==> src/rtl/upd1771_pkg.sv <==
// upd1771_pkg: shared types, widths, command codes and the tone waveform ROM
// contents for the uPD1771 tone voice.
package upd1771_pkg;

  localparam int TIMBRE_W = 3;
  localparam int PHASE_W  = 5;
  localparam int VOL_W    = 5;
  localparam int PERIOD_W = 8;

  localparam logic [7:0] CMD_SILENCE = 8'h00;
  localparam logic [7:0] CMD_NOISE   = 8'h01;
  localparam logic [7:0] CMD_TONE    = 8'h02;
  localparam logic [7:0] CMD_PCM     = 8'h1f;

  typedef enum logic {S_IDLE = 1'b0, S_RUN = 1'b1} tone_state_e;

  typedef struct packed {
    logic [TIMBRE_W-1:0] timbre;
    logic [PHASE_W-1:0]  offset;
    logic [PERIOD_W-1:0] period;
    logic [VOL_W-1:0]    volume;
  } tone_params_t;

  // 8 timbres x 32 phases, signed 8-bit.
  //   0 rising saw, 1 square, 2 triangle, 3 25% pulse, 4 12.5% pulse,
  //   5 falling saw, 6 sine, 7 half-wave sine
  localparam logic signed [7:0] WAVE_TABLE [8][32] = '{
    '{ 8'sh80, -8'sd120, -8'sd112, -8'sd104, -8'sd96, -8'sd88, -8'sd80, -8'sd72,
      -8'sd64, -8'sd56, -8'sd48, -8'sd40, -8'sd32, -8'sd24, -8'sd16, -8'sd8,
       8'sd0,  8'sd8,  8'sd16, 8'sd24, 8'sd32, 8'sd40, 8'sd48, 8'sd56,
       8'sd64, 8'sd72, 8'sd80, 8'sd88, 8'sd96, 8'sd104, 8'sd112, 8'sd120 },
    '{ 8'sd127, 8'sd127, 8'sd127, 8'sd127, 8'sd127, 8'sd127, 8'sd127, 8'sd127,
       8'sd127, 8'sd127, 8'sd127, 8'sd127, 8'sd127, 8'sd127, 8'sd127, 8'sd127,
       8'sh80, 8'sh80, 8'sh80, 8'sh80, 8'sh80, 8'sh80, 8'sh80, 8'sh80,
       8'sh80, 8'sh80, 8'sh80, 8'sh80, 8'sh80, 8'sh80, 8'sh80, 8'sh80 },
    '{ 8'sh80, -8'sd112, -8'sd96, -8'sd80, -8'sd64, -8'sd48, -8'sd32, -8'sd16,
       8'sd0,  8'sd16, 8'sd32, 8'sd48, 8'sd64, 8'sd80, 8'sd96, 8'sd112,
       8'sd127, 8'sd111, 8'sd95, 8'sd79, 8'sd63, 8'sd47, 8'sd31, 8'sd15,
      -8'sd1, -8'sd17, -8'sd33, -8'sd49, -8'sd65, -8'sd81, -8'sd97, -8'sd113 },
    '{ 8'sd127, 8'sd127, 8'sd127, 8'sd127, 8'sd127, 8'sd127, 8'sd127, 8'sd127,
       8'sh80, 8'sh80, 8'sh80, 8'sh80, 8'sh80, 8'sh80, 8'sh80, 8'sh80,
       8'sh80, 8'sh80, 8'sh80, 8'sh80, 8'sh80, 8'sh80, 8'sh80, 8'sh80,
       8'sh80, 8'sh80, 8'sh80, 8'sh80, 8'sh80, 8'sh80, 8'sh80, 8'sh80 },
    '{ 8'sd127, 8'sd127, 8'sd127, 8'sd127, 8'sh80, 8'sh80, 8'sh80, 8'sh80,
       8'sh80, 8'sh80, 8'sh80, 8'sh80, 8'sh80, 8'sh80, 8'sh80, 8'sh80,
       8'sh80, 8'sh80, 8'sh80, 8'sh80, 8'sh80, 8'sh80, 8'sh80, 8'sh80,
       8'sh80, 8'sh80, 8'sh80, 8'sh80, 8'sh80, 8'sh80, 8'sh80, 8'sh80 },
    '{ 8'sd120, 8'sd112, 8'sd104, 8'sd96, 8'sd88, 8'sd80, 8'sd72, 8'sd64,
       8'sd56, 8'sd48, 8'sd40, 8'sd32, 8'sd24, 8'sd16, 8'sd8, 8'sd0,
      -8'sd8, -8'sd16, -8'sd24, -8'sd32, -8'sd40, -8'sd48, -8'sd56, -8'sd64,
      -8'sd72, -8'sd80, -8'sd88, -8'sd96, -8'sd104, -8'sd112, -8'sd120, 8'sh80 },
    '{ 8'sd0, 8'sd25, 8'sd49, 8'sd71, 8'sd90, 8'sd106, 8'sd117, 8'sd125,
       8'sd127, 8'sd125, 8'sd117, 8'sd106, 8'sd90, 8'sd71, 8'sd49, 8'sd25,
       8'sd0, -8'sd25, -8'sd49, -8'sd71, -8'sd90, -8'sd106, -8'sd117, -8'sd125,
      -8'sd127, -8'sd125, -8'sd117, -8'sd106, -8'sd90, -8'sd71, -8'sd49, -8'sd25 },
    '{ 8'sd0, 8'sd25, 8'sd49, 8'sd71, 8'sd90, 8'sd106, 8'sd117, 8'sd125,
       8'sd127, 8'sd125, 8'sd117, 8'sd106, 8'sd90, 8'sd71, 8'sd49, 8'sd25,
       8'sd0, 8'sd0, 8'sd0, 8'sd0, 8'sd0, 8'sd0, 8'sd0, 8'sd0,
       8'sd0, 8'sd0, 8'sd0, 8'sd0, 8'sd0, 8'sd0, 8'sd0, 8'sd0 }
  };

endpackage

==> src/rtl/upd1771_wave_rom.sv <==
// upd1771_wave_rom: registered waveform lookup, one CLK of latency.
// No reset on the data register so it can map onto block ROM; the consumer
// gates stale contents with its own valid bit.
module upd1771_wave_rom
  import upd1771_pkg::*;
(
  input  logic                CLK,
  input  logic [TIMBRE_W-1:0] timbre,
  input  logic [PHASE_W-1:0]  phase,
  output logic signed [7:0]   data
);

  logic signed [7:0] data_d;
  logic signed [7:0] data_q;

  // table lookup
  always_comb data_d = WAVE_TABLE[timbre][phase];

  // synchronous read register
  always_ff @(posedge CLK) data_q <= data_d;

  assign data = data_q;

endmodule

==> src/rtl/upd1771_tone.sv <==
// upd1771_tone: uPD1771 tone voice. Latches a decoded TONE packet, steps a
// 32-entry waveform every PRESCALE*PERIOD CE ticks, and scales the waveform
// by VOLUME into a signed PCM sample (2 CLK from phase to SAMPLE).
// Optional feature macro: UPD1771_TONE_OFFSET_LOOP_EN -- when defined the
// phase wraps 31 -> latched OFFSET instead of 31 -> 0.
module upd1771_tone
  import upd1771_pkg::*;
#(
  parameter int PRESCALE = 32,
  parameter int OUT_W    = 16
) (
  input  logic                    CLK,
  input  logic                    RESB,
  input  logic                    CE,
  input  logic                    LD,
  input  logic                    STOP,
  input  logic [TIMBRE_W-1:0]     TIMBRE,
  input  logic [PHASE_W-1:0]      OFFSET,
  input  logic [PERIOD_W-1:0]     PERIOD,
  input  logic [VOL_W-1:0]        VOLUME,
  output logic signed [OUT_W-1:0] SAMPLE,
  output logic                    ACTIVE
);

  localparam logic [7:0]         PRESC_LAST = 8'(PRESCALE - 1);
  localparam logic [PHASE_W-1:0] PHASE_LAST = '1;

`ifdef UPD1771_TONE_OFFSET_LOOP_EN
  localparam logic LOOP_EN = 1'b1;
`else
  localparam logic LOOP_EN = 1'b0;
`endif

  tone_state_e         state_q, state_d;
  tone_params_t        prm_q, prm_d;
  logic [PHASE_W-1:0]  phase_q, phase_d;
  logic [7:0]          presc_q, presc_d;
  logic [PERIOD_W-1:0] pcnt_q, pcnt_d;
  logic                active_q, active_d;

  logic                vld_q, vld_d;
  logic signed [OUT_W-1:0] sample_q, sample_d;

  logic [PHASE_W-1:0]  wrap_phase;
  logic                kill;
  logic signed [7:0]   rom_data;
  logic signed [13:0]  mul_a, mul_b, prod14;
  logic signed [12:0]  prod13;

  // loop-back target when the phase passes entry 31
  assign wrap_phase = prm_q.offset & {PHASE_W{LOOP_EN}};

  // any LD or STOP flushes the output pipeline so old data never leaks out
  assign kill = LD | STOP;

  // control next-state: packet load, stop, and CE-paced phase stepping
  always_comb begin
    state_d  = state_q;
    prm_d    = prm_q;
    phase_d  = phase_q;
    presc_d  = presc_q;
    pcnt_d   = pcnt_q;
    active_d = active_q;
    if (LD) begin
      prm_d   = '{timbre: TIMBRE, offset: OFFSET, period: PERIOD, volume: VOLUME};
      phase_d = OFFSET;
      presc_d = '0;
      pcnt_d  = PERIOD;
      if (PERIOD != '0) begin
        state_d  = S_RUN;
        active_d = 1'b1;
      end else begin
        // a zero period is a silent packet
        state_d  = S_IDLE;
        active_d = 1'b0;
      end
    end else if (STOP) begin
      state_d  = S_IDLE;
      active_d = 1'b0;
    end else if (state_q == S_RUN && CE) begin
      if (presc_q == PRESC_LAST) begin
        presc_d = '0;
        if (pcnt_q == PERIOD_W'(1)) begin
          pcnt_d  = prm_q.period;
          phase_d = (phase_q == PHASE_LAST) ? wrap_phase : phase_q + 1'b1;
        end else begin
          pcnt_d = pcnt_q - 1'b1;
        end
      end else begin
        presc_d = presc_q + 8'd1;
      end
    end
  end

  // control state registers (FSM, parameters, counters)
  always_ff @(posedge CLK or negedge RESB) begin
    if (!RESB) begin
      state_q  <= S_IDLE;
      prm_q    <= '0;
      phase_q  <= '0;
      presc_q  <= '0;
      pcnt_q   <= '0;
      active_q <= 1'b0;
    end else begin
      state_q  <= state_d;
      prm_q    <= prm_d;
      phase_q  <= phase_d;
      presc_q  <= presc_d;
      pcnt_q   <= pcnt_d;
      active_q <= active_d;
    end
  end

  // stage 1: waveform lookup for the current phase
  upd1771_wave_rom u_rom (
    .CLK    (CLK),
    .timbre (prm_q.timbre),
    .phase  (phase_q),
    .data   (rom_data)
  );

  // stage 2 inputs: signed wave x unsigned volume, 13-bit product
  always_comb begin
    mul_a  = 14'(rom_data);
    mul_b  = 14'($signed({1'b0, prm_q.volume}));
    prod14 = mul_a * mul_b;
    prod13 = prod14[12:0];
    vld_d  = ~kill & (state_q == S_RUN);
    sample_d = (kill | ~vld_q) ? '0 : OUT_W'(prod13);
  end

  // output pipeline: valid alongside the ROM stage, then the scaled sample
  always_ff @(posedge CLK or negedge RESB) begin
    if (!RESB) begin
      vld_q    <= 1'b0;
      sample_q <= '0;
    end else begin
      vld_q    <= vld_d;
      sample_q <= sample_d;
    end
  end

  assign SAMPLE = sample_q;
  assign ACTIVE = active_q;

endmodule

==> config.mk <==
export PLATFORM = sky130hd
export DESIGN_NAME = upd1771_tone
export DESIGN_NICKNAME = d
export VERILOG_FILES = /design/src/rtl/upd1771_pkg.sv /design/src/rtl/upd1771_wave_rom.sv /design/src/rtl/upd1771_tone.sv
export SDC_FILE = /design/constraint.sdc
export NUM_CORES = 1
export LEC_CHECK = 0
export ABC_AREA = 1
export CAP_MARGIN = 20
export CORE_AREA = 3 3 139 141
export CTS_BUF_LIST = sky130_fd_sc_hd__clkbuf_8
export CTS_CLUSTER_DIAMETER = 30
export DETAILED_ROUTE_END_ITERATION = 7
export DIE_AREA = 0 0 142 144
export GPL_TIMING_DRIVEN = 0
export PLACE_DENSITY_LB_ADDON = 0.15
export SKIP_CTS_REPAIR_TIMING = 1
export SLEW_MARGIN = 15
export SYNTH_ARGS = -nofsm -noshare
export SYNTH_HDL_FRONTEND = slang
export SYNTH_SLANG_ARGS = --single-unit
==> constraint.sdc <==
create_clock -name CLK -period 3.7 [get_ports CLK]
set_clock_uncertainty 0.05 [all_clocks]
set_input_delay 0.37 -clock CLK [delete_from_list [all_inputs] [get_ports CLK]]
set_output_delay 0.37 -clock CLK [all_outputs]
set_load 0.01 [all_outputs]
Yosys cells after proc, flatten, opt, wreduce, memory -nomap -nowiden --
Memories as Yosys holds them, arrays and structs flattened. Cells that the tools add are included. W data, S select, Z words.
Word-level totals: bits in registers 63, latch bits 0, RAM bits 0, ROM bits 2048, bits of input ports 26, output and inout port bits 17, word-level logic and storage cells 61, memories 1
Memory list:
- (name not given) | words 8, bits a word 256, rd ports 1, clocked after Yosys merged registers in 0, wr ports 0, line upd1771_wave_rom.sv:17 | always_comb data_d = WAVE_TABLE[timbre][phase];
Cells by class: $add $sub $neg 3, multipliers 1, divide/modulo/power cells 0, magnitude comparators 2, equal/unequal tests 4, shift-type cells 0, multiplexer cells 24, bitwise gates (word level) 7, reductions and logical operators 9
Operators by type and width (number):
- $mux W256 | 2
- $mux W8 | 11
- $bmux W8 S5 | 1
- $mux W5 | 6
- $mux W16 | 1
- $mul A8 B6 Y13 | 1
- $add A8 B1 Y8 const B | 1
- $eq A8 B1 Y1 const B | 1
- $eq A8 B5 Y1 const B | 1
- $reduce_bool A2 Y1 | 4
- $reduce_bool A8 Y1 | 1
- $sub A8 B1 Y8 const B | 1
- $ge A6 B6 Y1 const B | 1
- $not A5 Y6 | 1
- $add A5 B1 Y5 const B | 1
- $eq A5 B5 Y1 const B | 1
- $ge A4 B4 Y1 const B | 1
- $not A3 Y4 | 1
- $reduce_and A4 Y1 | 1
- $mux W1 | 3
- $reduce_and A3 Y1 | 1
- $ne A2 B2 Y1 const B | 1
- $not A1 Y1 | 2
- $or A1 B1 Y1 | 2
- other kinds (3) | 3

Longest topological paths before layout --
word-level depth 7, mapped depth 17, depth with buffers taken out 16

Modules after synthesis --
A second synthesis with hierarchy kept.
Unflattened totals: cells, all modules 848, area, all modules 5698.0 um2
By module, submodules not included:
- upd1771_tone | instances 1, cells an instance 559, area each 4162.7 um2, sequential area each 1301.2 um2
- upd1771_wave_rom | instances 1, cells an instance 289, area each 1535.2 um2, sequential area each 160.2 um2

Worst setup path before layout --
OpenSTA, ideal clock, no wires.
path kind register to register, start register prm_q, in the netlist mul_b[0], end register sample_q[10] (netlist: SAMPLE[10]), library setup time 0.119 ns, arrival time 3.325 ns, data required time 3.531 ns, slack 0.206 ns, stages on the path, launching flop included 16, path buffers 1, clock period less this slack 3.494 ns, cell sequence dfrtp_1 -> clkbuf_1 -> nand2_1 -> inv_1 -> fa_1 -> fa_1 -> inv_1 -> fa_1 -> inv_1 -> ha_1 -> a21oi_1 -> inv_1 -> a31oi_1 -> nand3_1 -> nand2_1 -> nor2_1
Between the ends: longest elaborated chain between the ends 2
RTL lines:
- from (decl) | line upd1771_tone.sv:35 | tone_params_t prm_q, prm_d;
- from (signal assigned) | line upd1771_tone.sv:106 | prm_q <= prm_d;
- $mul A8 B6 Y13 | line upd1771_tone.sv:126 | prod14 = mul_a * mul_b;
- $mux W16 | line upd1771_tone.sv:129 | sample_d = (kill | ~vld_q) ? '0 : OUT_W'(prod13);
- via sample_d[10] | line upd1771_tone.sv:42 | logic signed [OUT_W-1:0] sample_q, sample_d;
- to (signal assigned) | line upd1771_tone.sv:139 | sample_q <= sample_d;
- to (decl) | line upd1771_tone.sv:42
The timed path passes the listed nets, and every way through them passes these cells. A chain may end at the register's enable or synchronous reset.

Worst setup path after layout --
start register prm_q, in the netlist mul_b[0], end register sample_q[14] (netlist: SAMPLE[14])
Between the ends: longest elaborated chain between the ends 2
RTL lines (line):
- $mul A8 B6 Y13 | upd1771_tone.sv:126
- $mux W16 | upd1771_tone.sv:129
No other way between the ends.

==> run summary <==
run status = finished, violations left
violated checks = hold timing
category of the worst setup path capture point = flip-flop
top cell types by occurrence after synthesis = 249 x sky130_fd_sc_hd__nand2_1, 148 x sky130_fd_sc_hd__inv_1, 62 x sky130_fd_sc_hd__nor2_1, 54 x sky130_fd_sc_hd__nand3_1, 52 x sky130_fd_sc_hd__dfrtp_1
number of hold violations in the final report = 10
total DRC errors in the routed layout = 0
CTS tree = yes
num ports = 43
Total Wirelength = 14,750 µm
worst slack on hold paths = -0.01966 ns
slew margin rel. = 0.5260
synthesized instance count = 816
final worst path period share = 0.9412
Synthesized Nets = 902
minimum period implied by the final worst setup slack = 3.482 ns
data required time at the worst endpoint = 3.90 ns
slew at the pin closest to its max-slew limit = 0.7111 ns
deepest level of the CTS H-tree = 3
die outline area = 20,450 µm²
Row Count = 49
overall die width = 142 µm
setup repair after global routing missed its margin = false
Post-synth EDFFs = 0
y dimension of the die = 144 µm
Global Route Usage Sum = 0.1485
netlist area before placement = 5455 µm²
arrival time at the worst endpoint = 3.69 ns
Clock Path Buffers = 2
final core utilization = 0.3535
HPWL after DPL = 11,110 µm
area share of the leading cell type in the synthesized netlist = 0.2385
instance area at placement = 6160 µm²
leakage dissipation = 3.522 nW
detail-routed net length per standard cell = 13.36 µm
number of synthesized register bits = 60
Core ar. = 18,090 µm²
most frequent cell after synthesis = sky130_fd_sc_hd__nand2_1
total of buffers placed on input and output ports = 42
via-per-instance ratio = 4.710
fraction of registers with async set/reset = 0.8667
Diodes inserted = 0
sort of element at the start of the critical path = flip-flop
cell types with the largest area share after synthesis = sky130_fd_sc_hd__dfrtp_1 24%, sky130_fd_sc_hd__nand2_1 17%, sky130_fd_sc_hd__inv_1 10%, sky130_fd_sc_hd__fa_1 8.8%, sky130_fd_sc_hd__ha_1 8.3%
Final nets = 956
overall via count from detail_route = 5,200
number of buffers created by CTS = 9
insertion delay to the later sink of the worst-skew pair = 0.36 ns
category of the most critical setup path = flip-flop to flip-flop
synthesized area per cell = 6.685 µm²
DRT antenna net count = 0
gp weighted congestion = 0.9343
cell accounting for the most synthesized area = sky130_fd_sc_hd__dfrtp_1
flop-to-flop setup slack = 0.22 ns
antenna violations before repair = 0
Warnings, synthesis = 0
largest voltage drop on the vdd net = 178.6 µV
total overflow reported by the global router = 0
clock edge transition at the registers on the reported setup and hold paths = 0.07 ns
Syn-to-layout area delta = 17.20%
Hold Path Class = input pin to asynchronous set/reset pin
Top FF cell, synth = sky130_fd_sc_hd__dfrtp_1
layout cell share with drive strength beyond 1 = 0.07543
filler cell count in the final layout = 1,974
final non-filler cell area = 6394 µm²
power density relative to cell area = 617.1 nW/µm²
max-slew violation count = 0
Achievable Freq = 0.2872 GHz
DR pass1 iterations = 6
vias in the first global route = 4,862
CTS Root Buffer Type = sky130_fd_sc_hd__clkbuf_8
count of different cell masters after synthesis = 40
worst-path fanout max = 8
number of sinks driven by the clock tree = 60
initial standard-cell utilization of the core = 0.3016
sequential fraction of the synthesis area = 0.2679
final setup fails = 0
global-route wire length before repair = 24,450 µm
drt initial violations = 330
largest net degree at the start of global routing = 53
total of max-cap violations = 0
## registers in the layout (all words and copies together) (netlist names)
name	flops
presc_q	8
u_rom.data	8
pcnt_q	8
SAMPLE	13
mul_b	5
vld_q	1
phase_q	5
prm_q	11
ACTIVE	1
## metal layers
metal | GRT usage | wire (µm) | up-vias
met5 | 0 | 0 | -
met4 | 0.03737 | 202 | 0
met3 | 0.03241 | 659 | 17
met2 | 0.2452 | 6838 | 121
met1 | 0.1986 | 7054 | 2419
li1 | - | - | 2643
## report_power, final
group	switching, mW	total [mW]	internal (mW)	leakage [nW]
Clock	0.279	0.532	0.254	0.0930
Sequential	0.129	0.901	0.772	0.729
Combinational	1.54	2.51	0.974	2.70
## stage by stage
step | setup TNS, ns | std cells | power (mW) | setup WS (ns)
6_report | 0 | 1104 | 3.946 | 0.2177
5_1_grt | 0 | 1104 | 4.430 | 0.009862
4_1_cts | -0.4064 | 1103 | 3.867 | -0.1653
3_5_place_dp | -0.2998 | 1087 | 3.302 | -0.1362
3_3_place_gp | -0.2682 | 1087 | 3.320 | -0.1312
2_1_floorplan | 0 | 816 | 2.729 | 0.2056
## cell usage in the layout (no fill, tap or decap), types with 3 or more instances in the layout
| master | count |
|---|---|
| sky130_fd_sc_hd__ha_1 | 33 |
| sky130_fd_sc_hd__nand2_1 | 249 |
| sky130_fd_sc_hd__nor2_1 | 62 |
| sky130_fd_sc_hd__dfrtp_2 | 3 |
| sky130_fd_sc_hd__inv_1 | 148 |
| sky130_fd_sc_hd__dfxtp_1 | 8 |
| sky130_fd_sc_hd__clkdlybuf4s50_1 | 41 |
| sky130_fd_sc_hd__buf_2 | 8 |
| sky130_fd_sc_hd__dfrtp_1 | 49 |
| sky130_fd_sc_hd__clkbuf_8 | 10 |
| sky130_fd_sc_hd__a21oi_1 | 47 |
| sky130_fd_sc_hd__o21ai_0 | 45 |
| sky130_fd_sc_hd__nand3_1 | 54 |
| sky130_fd_sc_hd__nand2_2 | 3 |
| sky130_fd_sc_hd__fa_1 | 23 |
| sky130_fd_sc_hd__a31oi_1 | 3 |
| sky130_fd_sc_hd__buf_4 | 16 |
| sky130_fd_sc_hd__clkinv_2 | 5 |
| sky130_fd_sc_hd__inv_2 | 4 |
| sky130_fd_sc_hd__o211ai_1 | 7 |
| sky130_fd_sc_hd__xor2_1 | 4 |
| sky130_fd_sc_hd__clkbuf_1 | 8 |
| sky130_fd_sc_hd__a211oi_1 | 4 |
| sky130_fd_sc_hd__or2_2 | 3 |
| sky130_fd_sc_hd__nand4_1 | 5 |
## area by class of cell
cell class | count | area [µm²] | area share
Multi-Input combinational cell | 572 | 3278 | 0.5127
Inverter | 152 | 571.8 | 0.08943
Buffer | 27 | 162.7 | 0.02544
Sequential cell | 60 | 1465 | 0.2292
Clock buffer | 10 | 137.6 | 0.02153
Tap cell | 229 | 286.5 | 0.04481
Timing Repair Buffer | 48 | 460.4 | 0.07202
Clock inverter | 6 | 31.28 | 0.004892
## final timing paths
check	start	endpoint	cells past startpoint
min in group CLK	presc_q[0]$_DFFE_PN0P_	presc_q[0]$_DFFE_PN0P_	1
max	mul_b[0]$_DFFE_PN0P_	SAMPLE[14]$_DFF_PN0_	15
min reg2reg	presc_q[0]$_DFFE_PN0P_	presc_q[0]$_DFFE_PN0P_	1
max reg2reg	mul_b[0]$_DFFE_PN0P_	SAMPLE[14]$_DFF_PN0_	15
max in group asynchronous	RESB	mul_b[2]$_DFFE_PN0P_	1
min	RESB	SAMPLE[14]$_DFF_PN0_	1
## critical path: stages (launching register included)
cell and delay (ns):
sky130_fd_sc_hd__dfrtp_2 0.47, sky130_fd_sc_hd__nand2_1 0.10, sky130_fd_sc_hd__inv_2 0.07, sky130_fd_sc_hd__fa_2 0.53, sky130_fd_sc_hd__fa_1 0.55, sky130_fd_sc_hd__inv_1 0.05
sky130_fd_sc_hd__fa_1 0.52, sky130_fd_sc_hd__inv_1 0.04, sky130_fd_sc_hd__ha_2 0.37, sky130_fd_sc_hd__nand2_1 0.09, sky130_fd_sc_hd__nor2_1 0.14, sky130_fd_sc_hd__nand3_1 0.09
sky130_fd_sc_hd__nand3_1 0.13, sky130_fd_sc_hd__nand2_1 0.07, sky130_fd_sc_hd__nand2_1 0.05, sky130_fd_sc_hd__nor2_1 0.04
## cell families after synthesis
family / count (synthesis) / share of synthesized area
AOI/OAI and AO/OA: 122 / 0.1266
and+or+nand+nor: 384 / 0.2872
DFF: 60 / 0.2679
xor gates and xnor gates: 6 / 0.009633
buffers and inverters: 184 / 0.1381
adders and majority gates: 60 / 0.1706
Power figures use the tool's default switching activity.
